## src/rtl/ab_seq_gen_if.sv

```systemverilog
// ab_seq_gen_if: request/strobe bundle between a requester and ab_seq_gen.
//
// Handshake: there is no ready. valid_in is a one-cycle request sampled on
// posedge clk; the generator either accepts it (valid pulses one cycle
// later) or drops it (overflow/drop_cnt record the loss). a/b/valid are
// registered strobes for a downstream protocol checker.
//
// CNT_W must match the CNT_W of the ab_seq_gen instance it is bound to.
interface ab_seq_gen_if #(
    parameter int CNT_W = 8
) ();
    logic             valid_in;
    logic             valid;
    logic             a;
    logic             b;
    logic             busy;
    logic [3:0]       outstanding;
    logic             full;
    logic             overflow;
    logic [CNT_W-1:0] drop_cnt;

    // Requester side: raises valid_in, observes strobes and status.
    modport master (
        output valid_in,
        input  valid, a, b, busy, outstanding, full, overflow, drop_cnt
    );

    // Generator side (ab_seq_gen).
    modport slave (
        input  valid_in,
        output valid, a, b, busy, outstanding, full, overflow, drop_cnt
    );
endinterface

```

## src/rtl/ab_seq_gen.sv

```systemverilog
// ab_seq_gen: launches one a/b strobe transaction per accepted request.
//
// Each accepted valid_in loads the lowest free slot with age=1. Ages advance
// every edge; a slot whose age reaches A_DLY drives a, one whose age reaches
// A_DLY+B_GAP drives b and is released on the following edge, where it may be
// reloaded by a new request. Strobes are computed from next-state ages and
// registered, so downstream logic sees glitch-free values.
//
// Optional build macro: AB_SEQ_HOLD_A_EN
//   defined   - a is held high from the a edge through the b edge (level).
//   undefined - a is a single-cycle pulse per transaction.
module ab_seq_gen #(
    parameter int A_DLY   = 1,
    parameter int B_GAP   = 3,
    parameter int MAX_OUT = 4,
    parameter int CNT_W   = 8
) (
    input logic          clk,
    input logic          rst,
    ab_seq_gen_if.slave  bus
);
    localparam int TOT   = A_DLY + B_GAP;
    localparam int AGE_W = $clog2(TOT + 1);

    localparam logic [AGE_W-1:0] AGE_ONE = AGE_W'(1);
    localparam logic [AGE_W-1:0] AGE_A   = AGE_W'(A_DLY);
    localparam logic [AGE_W-1:0] AGE_B   = AGE_W'(TOT);

    // Slot state
    logic [MAX_OUT-1:0]            r_act;
    logic [MAX_OUT-1:0][AGE_W-1:0] r_age;

    // Registered outputs
    logic             r_valid;
    logic             r_a;
    logic             r_b;
    logic [3:0]       r_cnt;
    logic             r_overflow;
    logic [CNT_W-1:0] r_drop_cnt;

    // Next-state
    logic [MAX_OUT-1:0]            w_act_nxt;
    logic [MAX_OUT-1:0][AGE_W-1:0] w_age_nxt;
    logic [MAX_OUT-1:0]            w_free;
    logic                          w_accept;
    logic                          w_drop;
    logic                          w_a_nxt;
    logic                          w_b_nxt;
    logic [3:0]                    w_cnt_nxt;

    // Slot aging/retire, lowest-free-slot allocation and strobe decode.
    always_comb begin
        w_act_nxt = r_act;
        w_age_nxt = r_age;
        w_free    = '0;
        w_accept  = 1'b0;
        w_drop    = 1'b0;
        w_a_nxt   = 1'b0;
        w_b_nxt   = 1'b0;
        w_cnt_nxt = 4'd0;

        // A slot at its final age retires at this edge, so it counts as free.
        for (int i = 0; i < MAX_OUT; i++) begin
            w_free[i] = !r_act[i] || (r_age[i] == AGE_B);
            if (r_act[i]) begin
                if (r_age[i] == AGE_B) begin
                    w_act_nxt[i] = 1'b0;
                    w_age_nxt[i] = '0;
                end else begin
                    w_age_nxt[i] = r_age[i] + AGE_ONE;
                end
            end
        end

        for (int i = 0; i < MAX_OUT; i++) begin
            if (bus.valid_in && !w_accept && w_free[i]) begin
                w_accept     = 1'b1;
                w_act_nxt[i] = 1'b1;
                w_age_nxt[i] = AGE_ONE;
            end
        end
        w_drop = bus.valid_in && !w_accept;

        // Strobes are ORed across slots; coinciding phases simply merge.
        for (int i = 0; i < MAX_OUT; i++) begin
            if (w_act_nxt[i]) begin
`ifdef AB_SEQ_HOLD_A_EN
                if (w_age_nxt[i] >= AGE_A) w_a_nxt = 1'b1;
`else
                if (w_age_nxt[i] == AGE_A) w_a_nxt = 1'b1;
`endif
                if (w_age_nxt[i] == AGE_B) w_b_nxt = 1'b1;
                w_cnt_nxt = w_cnt_nxt + 4'd1;
            end
        end
    end

    // Slot and output registers; reset aborts every in-flight transaction.
    always_ff @(posedge clk or posedge rst) begin
        if (rst) begin
            r_act      <= '0;
            r_age      <= '0;
            r_valid    <= 1'b0;
            r_a        <= 1'b0;
            r_b        <= 1'b0;
            r_cnt      <= 4'd0;
            r_overflow <= 1'b0;
            r_drop_cnt <= '0;
        end else begin
            r_act   <= w_act_nxt;
            r_age   <= w_age_nxt;
            r_valid <= w_accept;
            r_a     <= w_a_nxt;
            r_b     <= w_b_nxt;
            r_cnt   <= w_cnt_nxt;
            if (w_drop) begin
                r_overflow <= 1'b1;
                if (r_drop_cnt != '1) r_drop_cnt <= r_drop_cnt + 1'b1;
            end
        end
    end

    assign bus.valid       = r_valid;
    assign bus.a           = r_a;
    assign bus.b           = r_b;
    assign bus.outstanding = r_cnt;
    assign bus.busy        = (r_cnt != 4'd0);
    assign bus.full        = (r_cnt == 4'(MAX_OUT));
    assign bus.overflow    = r_overflow;
    assign bus.drop_cnt    = r_drop_cnt;
endmodule

```

## src/flat_wrapper.sv

```systemverilog
// flat-port wrapper written by rule: the top's interface ports become plain ports
module ab_seq_gen_flat 
#(
    parameter int A_DLY   = 1,
    parameter int B_GAP   = 3,
    parameter int MAX_OUT = 4,
    parameter int CNT_W   = 8
)
  (clk, rst, bus_valid_in, bus_valid, bus_a, bus_b, bus_busy, bus_outstanding, bus_full, bus_overflow, bus_drop_cnt);
  ab_seq_gen_if #(.CNT_W(CNT_W)) bus_i ();
  input logic clk;
  input logic rst;
  input wire logic [$bits(bus_i.valid_in)-1:0] bus_valid_in;
  output wire logic [$bits(bus_i.valid)-1:0] bus_valid;
  output wire logic [$bits(bus_i.a)-1:0] bus_a;
  output wire logic [$bits(bus_i.b)-1:0] bus_b;
  output wire logic [$bits(bus_i.busy)-1:0] bus_busy;
  output wire logic [$bits(bus_i.outstanding)-1:0] bus_outstanding;
  output wire logic [$bits(bus_i.full)-1:0] bus_full;
  output wire logic [$bits(bus_i.overflow)-1:0] bus_overflow;
  output wire logic [$bits(bus_i.drop_cnt)-1:0] bus_drop_cnt;
  assign bus_i.valid_in = bus_valid_in;
  assign bus_valid = bus_i.valid;
  assign bus_a = bus_i.a;
  assign bus_b = bus_i.b;
  assign bus_busy = bus_i.busy;
  assign bus_outstanding = bus_i.outstanding;
  assign bus_full = bus_i.full;
  assign bus_overflow = bus_i.overflow;
  assign bus_drop_cnt = bus_i.drop_cnt;
  ab_seq_gen #(.A_DLY(A_DLY), .B_GAP(B_GAP), .MAX_OUT(MAX_OUT), .CNT_W(CNT_W)) u_core (.clk(clk), .rst(rst), .bus(bus_i));
endmodule
```

## config.mk

```make
export PLATFORM = sky130hd
export DESIGN_NAME = ab_seq_gen_flat
export DESIGN_NICKNAME = d
export VERILOG_FILES = /design/src/rtl/ab_seq_gen_if.sv /design/src/rtl/ab_seq_gen.sv /design/src/flat_wrapper.sv
export SDC_FILE = /design/constraint.sdc
export NUM_CORES = 1
export LEC_CHECK = 0
export CAP_MARGIN = 20
export CORE_ASPECT_RATIO = 2
export CORE_MARGIN = 2
export CORE_UTILIZATION = 35
export DETAILED_ROUTE_END_ITERATION = 8
export GPL_TIMING_DRIVEN = 0
export PLACE_DENSITY = 0.67
export SLEW_MARGIN = 5
export SYNTH_ARGS = -nofsm -noshare
export SYNTH_HDL_FRONTEND = slang
export SYNTH_SLANG_ARGS = --single-unit
```

## constraint.sdc

```tcl
create_clock -name clk -period 2.5 [get_ports clk]
set_clock_uncertainty 0.05 [all_clocks]
set_input_delay 0.375 -clock clk [delete_from_list [all_inputs] [get_ports clk]]
set_output_delay 0.375 -clock clk [all_outputs]
set_load 0.1 [all_outputs]
```

; ---- After elaboration in Yosys (flattened, before gate mapping)
; Cells that the tools add are included.
[word_totals]
in_bits = 3
ff_bits = 32
elab_cells = 103
output_inout_bits = 18
[classes]
n_reduce_logical = 22
muxes = 48
n_eq_ne = 14
n_addsub = 8
[ops]
columns = operator, count
row1 = $mux W3, 12
row2 = $mux W1, 33
row3 = $eq A3 B3 Y1 const B, 8
row4 = $add A3 B1 Y3 const B, 4
row5 = $eq A3 B1 Y1 const B, 4
row6 = $mux W4, 3
row7 = $add A4 B1 Y4 const B, 2
row8 = $add A8 B1 Y8 const B, 1
row9 = $logic_and A1 B1 Y1, 8
row10 = $logic_not A1 Y1, 8
row11 = $ne A8 B8 Y1 const B, 1
row12 = $eq A4 B3 Y1 const B, 1
row13 = $logic_or A1 B1 Y1, 4
row14 = $reduce_bool A4 Y1, 1
row15 = $add A1 B1 Y2 const B, 1
row16 = $reduce_and A2 Y1, 1

; ---- Longest topological paths before layout
; Gate-level depths: netlist of run 1.
[logic_depth]
ltp_word = 19
ltp_mapped = 12
ltp_nobuf = 11

; ---- Worst setup path after synthesis of run 1
; No wires, ideal clock.
[synth_path]
path_kind = register to output
start = reg u_core.r_cnt[2], in the netlist u_core.bus.outstanding[2]
end = out bus_full
stages_incl_launch_ff = 2
t_arrival_ns = 4.074
t_required_ns = 2.075
path_slack_ns = -1.999
path_buffers = 0
path_cell_list = dfrtp_1 > nor4b_1
[synth_between]
elab_chain_cells = 1
[synth_lines]
columns = item, line_no
row1 = "start, declared", ab_seq_gen.sv:37  ; logic [3:0] r_cnt;
row2 = "start signal, assigned", ab_seq_gen.sv:115  ; r_cnt <= w_cnt_nxt;
row3 = $eq A4 B3 Y1, ab_seq_gen.sv:128  ; assign bus.full = (r_cnt == 4'(MAX_OUT));
row4 = "end, declared", flat_wrapper.sv:19  ; output wire logic [$bits(bus_i.full)-1:0] bus_full;
; No other way between the ends.

; ---- Worst setup path in the final report of run 1
[layout_path]
start = reg u_core.r_drop_cnt[2], in the netlist u_core.bus.drop_cnt[2]
end = out bus_drop_cnt[2]
[layout_rtl]
columns = item, line_no
row1 = "start, declared", ab_seq_gen.sv:39  ; logic [CNT_W-1:0] r_drop_cnt;
row2 = "start signal, assigned", ab_seq_gen.sv:118  ; if (r_drop_cnt != '1) r_drop_cnt <= r_drop_cnt + 1'b1;
row3 = "end, declared", flat_wrapper.sv:21  ; output wire logic [$bits(bus_i.drop_cnt)-1:0] bus_drop_cnt;
; No word-level cell between the ends.

==> results.md, run 1 <==
* Area growth, synth to finish at 24.19%
* Worst stage delay on the critical path at 1.19 ns
* Critical-path maximum fanout at 8
* CP Capture Type: primary output
* Mux share of post-synthesis cell area at 7.365%
* CP Launch Point: u_core.bus.drop_cnt[2]
* Worst EP arrival at between 1.5 and 2 ns
* Number of global-route vias before repair at 1474
* Ports at 21
* Slowest CP cell: clkdlybuf4s50_1
* Die Y at 106.9 um
* Yosys cell types at 46
* Final Max Slew Viols at 0
* Share of cells above drive strength 1 at 14.88%
* DR DRC count at 0
* CP Class: flip-flop to primary output
* CTS root buf: clkbuf_8
* Type of the worst min-delay path: flip-flop to flip-flop
* Synth Register Bits at 32
* Simple-gate area share of the yosys netlist at 20.74%
* Post-layout util at 44.75%
* Die ar. at 0.005924 mm^2
* Port buffer count at 20
* Hold WS at 0.4278 ns
* Fmax at 418.9 MHz
* DR vias/cell at 5.223
* Slew margin rel. at 35.07%
* GRT overflow at 0
* # diodes at 0
* Run status: completed
* Final hold vios at 0
* Max Cap Viol at 0
* Largest net degree at the start of global routing at 19
* Post-synth top flop: dfrtp_1
* Post-synth EDFFs at 0
* Synth Area in XOR/XNOR at about 3.3%
* Sink Count at 32
* Gr usage total at 14.41%
* DR vias at 1426
* Ys async rst share at 100.0%
* Die W at 55.44 um
* Crit path cell chain: clkdlybuf4s50_1
* Drt total wl at 3862 um
* Post-CTS Hold Fix Bufs at 0
* Crit Reg-Reg Endpoint: u_core.bus.outstanding[1]
* Max clock buf depth at 2
* Endpoints failing setup at 0
* TritonRoute pass-1 iters at 4
* Nets at 229
* Most frequent cells after synthesis: dfrtp_1 (32), nand2_1 (23), o21ai_0 (14), nor2_1 (13), ha_1 (12)
* Cells after synthesis at between 150 and 200
* Top-area cell type share of the netlist area at 43.24%
* Initial Util at 36.04%
* Most frequent cell after synthesis: dfrtp_1
* Area of the mapped netlist at 0.001852 mm^2
* CP Capture Point: bus_drop_cnt[2]
* Largest area contributor in the netlist: dfrtp_1
* FF-to-FF setup slack at 0.14 ns
* DRC marker count from the first detailed-route iteration at 32
* Post-Syn Nets at between 150 and 200
* CTS H-tree depth at 2
* Min Tclk post-route at 2.387 ns
* FP Rows at 37
* Num CTS Buffers at 5
* Initial antenna violation count at 0
* Worst-Skew Late Latency at 0.28 ns
* Worst setup SP type: flip-flop
* Worst slew pin tran at 0.9708 ns
* Worst Path Buf+Inv at 1
* Register area share after synthesis at 43.24%
* Area post-placement at between 0.002 and 0.0025 mm^2
* Core Box Area at 0.005139 mm^2
* Main combinational cell family by area after synthesis: simple AND/OR/NAND/NOR gates
* Detail Route Antenna Nets at 0
* Fin area at 0.002300 mm^2
* Register-to-Register Path Depth at 12
* CP top delay family: buffers and inverters
* Clk slew on worst S/H paths at 0.07 ns
* Fin crit share at between 90 and 100%
* Mapped Avg Cell Area at roughly 10 um^2
* First-pass GRT wire length at 6644 um
* Hpwl dp at 2903 um
* Reg2Reg Launch Point: u_core.r_age[0]
* Area contributors post-synth: dfrtp_1 (43%), ha_1 (8.1%), nand2_1 (4.7%)
* Synth Area in Adders at 8.108%
* Crit path depth at 1
* Final Wtd Congestion at 0.7993
* CTS tree: done
* Compound-Gate Fraction of Synth Area at 13.65%
* WL/cell at 14.15 um
* Ys Warns at 0
* Required @ worst endpoint at 2.08 ns
-- kinds of logic after synthesis --
family / Yosys count
adders and majority gates: 12
muxes: 13
other: 1
buffers and inverters: 15
and+or+nand+nor: 69
AOI/OAI and AO/OA: 34
DFF: 32
xor gates and xnor gates: 7
-- cells in the final DEF, fill, tap and decap left out, types with 2 or more instances in the layout --
master	netlist	routed
dfrtp_1	32	31
nand2_1	23	20
clkdlybuf4s50_1	0	18
o21ai_0	14	14
nor2_1	13	12
inv_1	11	11
ha_1	12	11
nand4_1	8	8
mux2i_1	8	8
clkbuf_8	0	5
buf_4	1	4
xnor2_1	4	4
a21oi_1	4	4
a21boi_4	3	3
xor2_1	3	3
mux2_1	3	3
a31oi_1	3	3
nand2_2	0	3
nor3b_1	3	3
nand4b_1	3	3
nand3b_1	3	3
clkbuf_2	1	2
nand3_1	2	2
nor3_1	2	2
nor2_2	1	2
mux2_2	2	2
and3_1	2	2
clkbuf_1	1	2
dlygate4sd2_1	0	2
-- final cells by class --
type,instances,area (um^2)
clock buffers,7,76.32
plain buffers,4,28.78
clock inverters,1,5.005
fillers,480,2839
inverters,11,41.29
repair buffers,24,247.7
multi-input cells,136,1026
well taps,58,72.57
flip-flops and latches,32,802.0
-- per-layer routing --
metal	GRT usage, %	routed length [um]
met2	27.47	2222
met5	0	0
met1	13.62	1413
met3	2.654	97
met4	9.059	129
-- metrics by stage --
| stage | setup TNS [ns] | std cells | setup slack [ns] |
|---|---|---|---|
| 6_report | 0 | 273 | 0.1131 |
| 3_3_place_gp | -0.8742 | 261 | -0.4711 |
| 5_1_grt | -0.002356 | 273 | -0.002356 |
| 4_1_cts | 0 | 272 | 0.002109 |
| 3_5_place_dp | -0.8793 | 262 | -0.4846 |
| 2_1_floorplan | 0 | 183 | 0.06438 |
-- state kept, by name, summed over array words and instances (netlist names) --
| register | cells |
|---|---|
| u_core.bus.b | 1 |
| u_core.bus.drop_cnt | 8 |
| u_core.bus.overflow | 1 |
| u_core.r_act | 4 |
| u_core.r_age | 12 |
| u_core.bus.outstanding | 4 |
| u_core.bus.a | 1 |
| u_core.bus.valid | 1 |
-- worst min-delay path by stage --
stage                     slack [ns]                 from  depth (start not counted)                   to
after floorplan                 0.44                  rst                          1         u_core.bus.a
after global placement          0.41  u_core.bus.overflow                          1  u_core.bus.overflow
after detailed placement        0.41  u_core.bus.overflow                          1  u_core.bus.overflow
after CTS                       0.43  u_core.bus.overflow                          1  u_core.bus.overflow
after global routing            0.45  u_core.bus.overflow                          1  u_core.bus.overflow
final                           0.43  u_core.bus.overflow                          1  u_core.bus.overflow
-- timing repair --
action | CTS | global route
resized for setup | 6 | 4
pin swaps | 1 | 1
gates cloned | 0 | 0
buffers inserted | 2 | 1
endpoints found under the setup margin | 4 | 2
Power of run 1 is left out: the tool's default activity adds up to more than one toggle a clock period on the data nets, which glitch-free logic cannot reach.
==> run 2, diff against run 1 <==
--- a/config.mk
+++ b/config.mk
@@ -10,7 +10,6 @@
 export CORE_MARGIN = 2
 export CORE_UTILIZATION = 35
 export DETAILED_ROUTE_END_ITERATION = 8
-export GPL_TIMING_DRIVEN = 0
 export PLACE_DENSITY = 0.67
 export SLEW_MARGIN = 5
 export SYNTH_ARGS = -nofsm -noshare
==> results.md, run 2 (same netlist as run 1, synthesis figures left out) <==
* Run status: completed
* Initial Util at 36.04% (unchanged)
* Final WS setup at 0.1758 ns (+0.06274 ns)
* Critical-path maximum fanout at 5 (-3)
* Max reg flops at 12 (unchanged)
* Share of cells above drive strength 1 at 21.96% (+7.1 points)
* Core Box Area at 0.005139 mm^2 (unchanged)
* CP Capture Type: flip-flop
* Min Tclk post-route at 2.324 ns (-0.06274 ns)
* Gr usage total at 15.22% (+0.81 points)
* Die ar. at 0.005924 mm^2 (unchanged)
* Type of the worst min-delay path: input pin to asynchronous set/reset pin
* Port buffer count at 20 (unchanged)
* Die W at 55.44 um (unchanged)
* CTS H-tree depth at 2 (unchanged)
* Largest Register: u_core.r_age
* Ports at 21 (unchanged)
* Worst EP arrival at 2.46 ns (+0.50 ns)
* Hold WS at 0.4152 ns (-0.01259 ns)
* Sequential cell area at 802.0 um^2 (unchanged)
* Worst Path Buf+Inv at 2 (+1)
* Initial antenna violation count at 0 (unchanged)
* # fillers at 506 (+5.4%)
* Area of the multi-input gates at 0.001006 mm^2 (-2.0%)
* Post-CTS Hold Fix Bufs at 0 (unchanged)
* Worst setup SP type: flip-flop
* First-pass GRT wire length at 6941 um (+4.5%)
* DR DRC count at 0 (unchanged)
* Fmax at 430.3 MHz (+2.7%)
* CTS tree: done
* Final hold vios at 0 (unchanged)
* # diodes at 0 (unchanged)
* Worst stage delay on the critical path at 0.41 ns (-0.78 ns)
* CTS root buf: clkbuf_8
* Post_cts resized at 0 (-6)
* Max Cap Viol at 0 (unchanged)
* Largest net degree at the start of global routing at 33 (+14)
* CP Class: flip-flop to flip-flop
* Max clock buf depth at 2 (unchanged)
* Drt total wl at 3964 um (+2.6%)
* Required @ worst endpoint at 2.63 ns (+0.55 ns)
* TritonRoute pass-1 iters at 4 (unchanged)
* Worst slack, placed at 0.1748 ns (+0.6594 ns)
* Sink Count at 32 (unchanged)
* Most common cell after layout, fill and taps aside: dfrtp_1
* DRC marker count from the first detailed-route iteration at 32 (unchanged)
* Final Wtd Congestion at 0.7521 (-5.9%)
* Nets at 228 (-0.44%)
* Number of global-route vias before repair at 1469 (-0.34%)
* Hpwl dp at 3017 um (+3.9%)
* Detail Route Antenna Nets at 0 (unchanged)
* Die Y at 106.9 um (unchanged)
* Endpoints failing setup at 0 (unchanged)
* RSZ-0062 raised after global routing: false
* Worst-Skew Late Latency at 0.29 ns (about the same)
* Area growth, synth to finish at 21.01%
* Crit path cell chain: inv_1 -> ha_1 -> a21boi_4 -> nand2_1 -> nand2_1 -> inv_1 -> ha_1 -> xor2_1 -> ha_1 -> nand2_1 -> a32o_1
* Setup bufs post-CTS at 0 (-2)
* FP Rows at 37 (unchanged)
* Final Max Slew Viols at 0 (unchanged)
* GRT overflow at 0 (unchanged)
* Most frequent cells in the layout: dfrtp_1 (31), buf_4 (25), nand2_1 (23)
* Slowest CP cell: dfrtp_1
* DR vias/cell at 5.239 (+0.30%)
* WL/cell at 14.57 um (+3.0%)
* Clk slew on worst S/H paths at 0.07 ns (about the same)
* Fin crit share at 92.97% (-2.5 points)
* Post-layout util at 43.61% (-1.1 points)
* Setup TNS at 0 ns (unchanged)
* DR vias at 1425 (-0.070%)
* CP top delay family: adder cells
* Num CTS Buffers at 5 (unchanged)
* FF-to-FF setup slack at 0.18 ns (+0.04 ns)
==> run 2: final timing paths <==
path,startpoint,to,depth (start not counted)
setup / recovery,u_core.r_age[0],u_core.bus.outstanding[2],11
hold / removal,rst,u_core.bus.outstanding[1],3
setup reg to reg,u_core.r_age[0],u_core.bus.outstanding[2],11
hold reg to reg,u_core.bus.overflow,u_core.bus.overflow,1
max in group asynchronous,rst,u_core.bus.outstanding[2],3
min in group clk,u_core.bus.overflow,u_core.bus.overflow,1
==> run 2: metal layers <==
metal / track usage [%] / routed length, um / up-vias / part of all wire, %
li1: - / - / 710 / -
met1: 15.56 / 1544 / 680 / 39
met2: 27.81 / 2198 / 24 / 55
met3: 2.654 / 72 / 11 / 1.8
met4: 9.582 / 149 / 0 / 3.8
met5: 0 / 0 / - / 0
==> run 2: through the flow <==
stage          cells  area (um^2)
3_5_place_dp     264         2127
2_1_floorplan    183         1868
4_1_cts          272         2238
6_report         272         2241
5_1_grt          272         2241
3_3_place_gp     264         2127
==> run 2: worst min-delay path, stage by stage <==
cell	delay (ns)
clkdlybuf4s50_1	0.39
inv_1	0.05
buf_4	0.36
==> run 2: area by class of cell <==
type                       count  area share (%)
inverter                      11           1.843
tap                           58           3.238
timing repair buffer          27           9.269
clock buffer                   5           3.071
multi-input combinational    136           44.89
clock inverter                 3           1.898
sequential                    32           35.79
Power of run 2 is left out for the same reason.
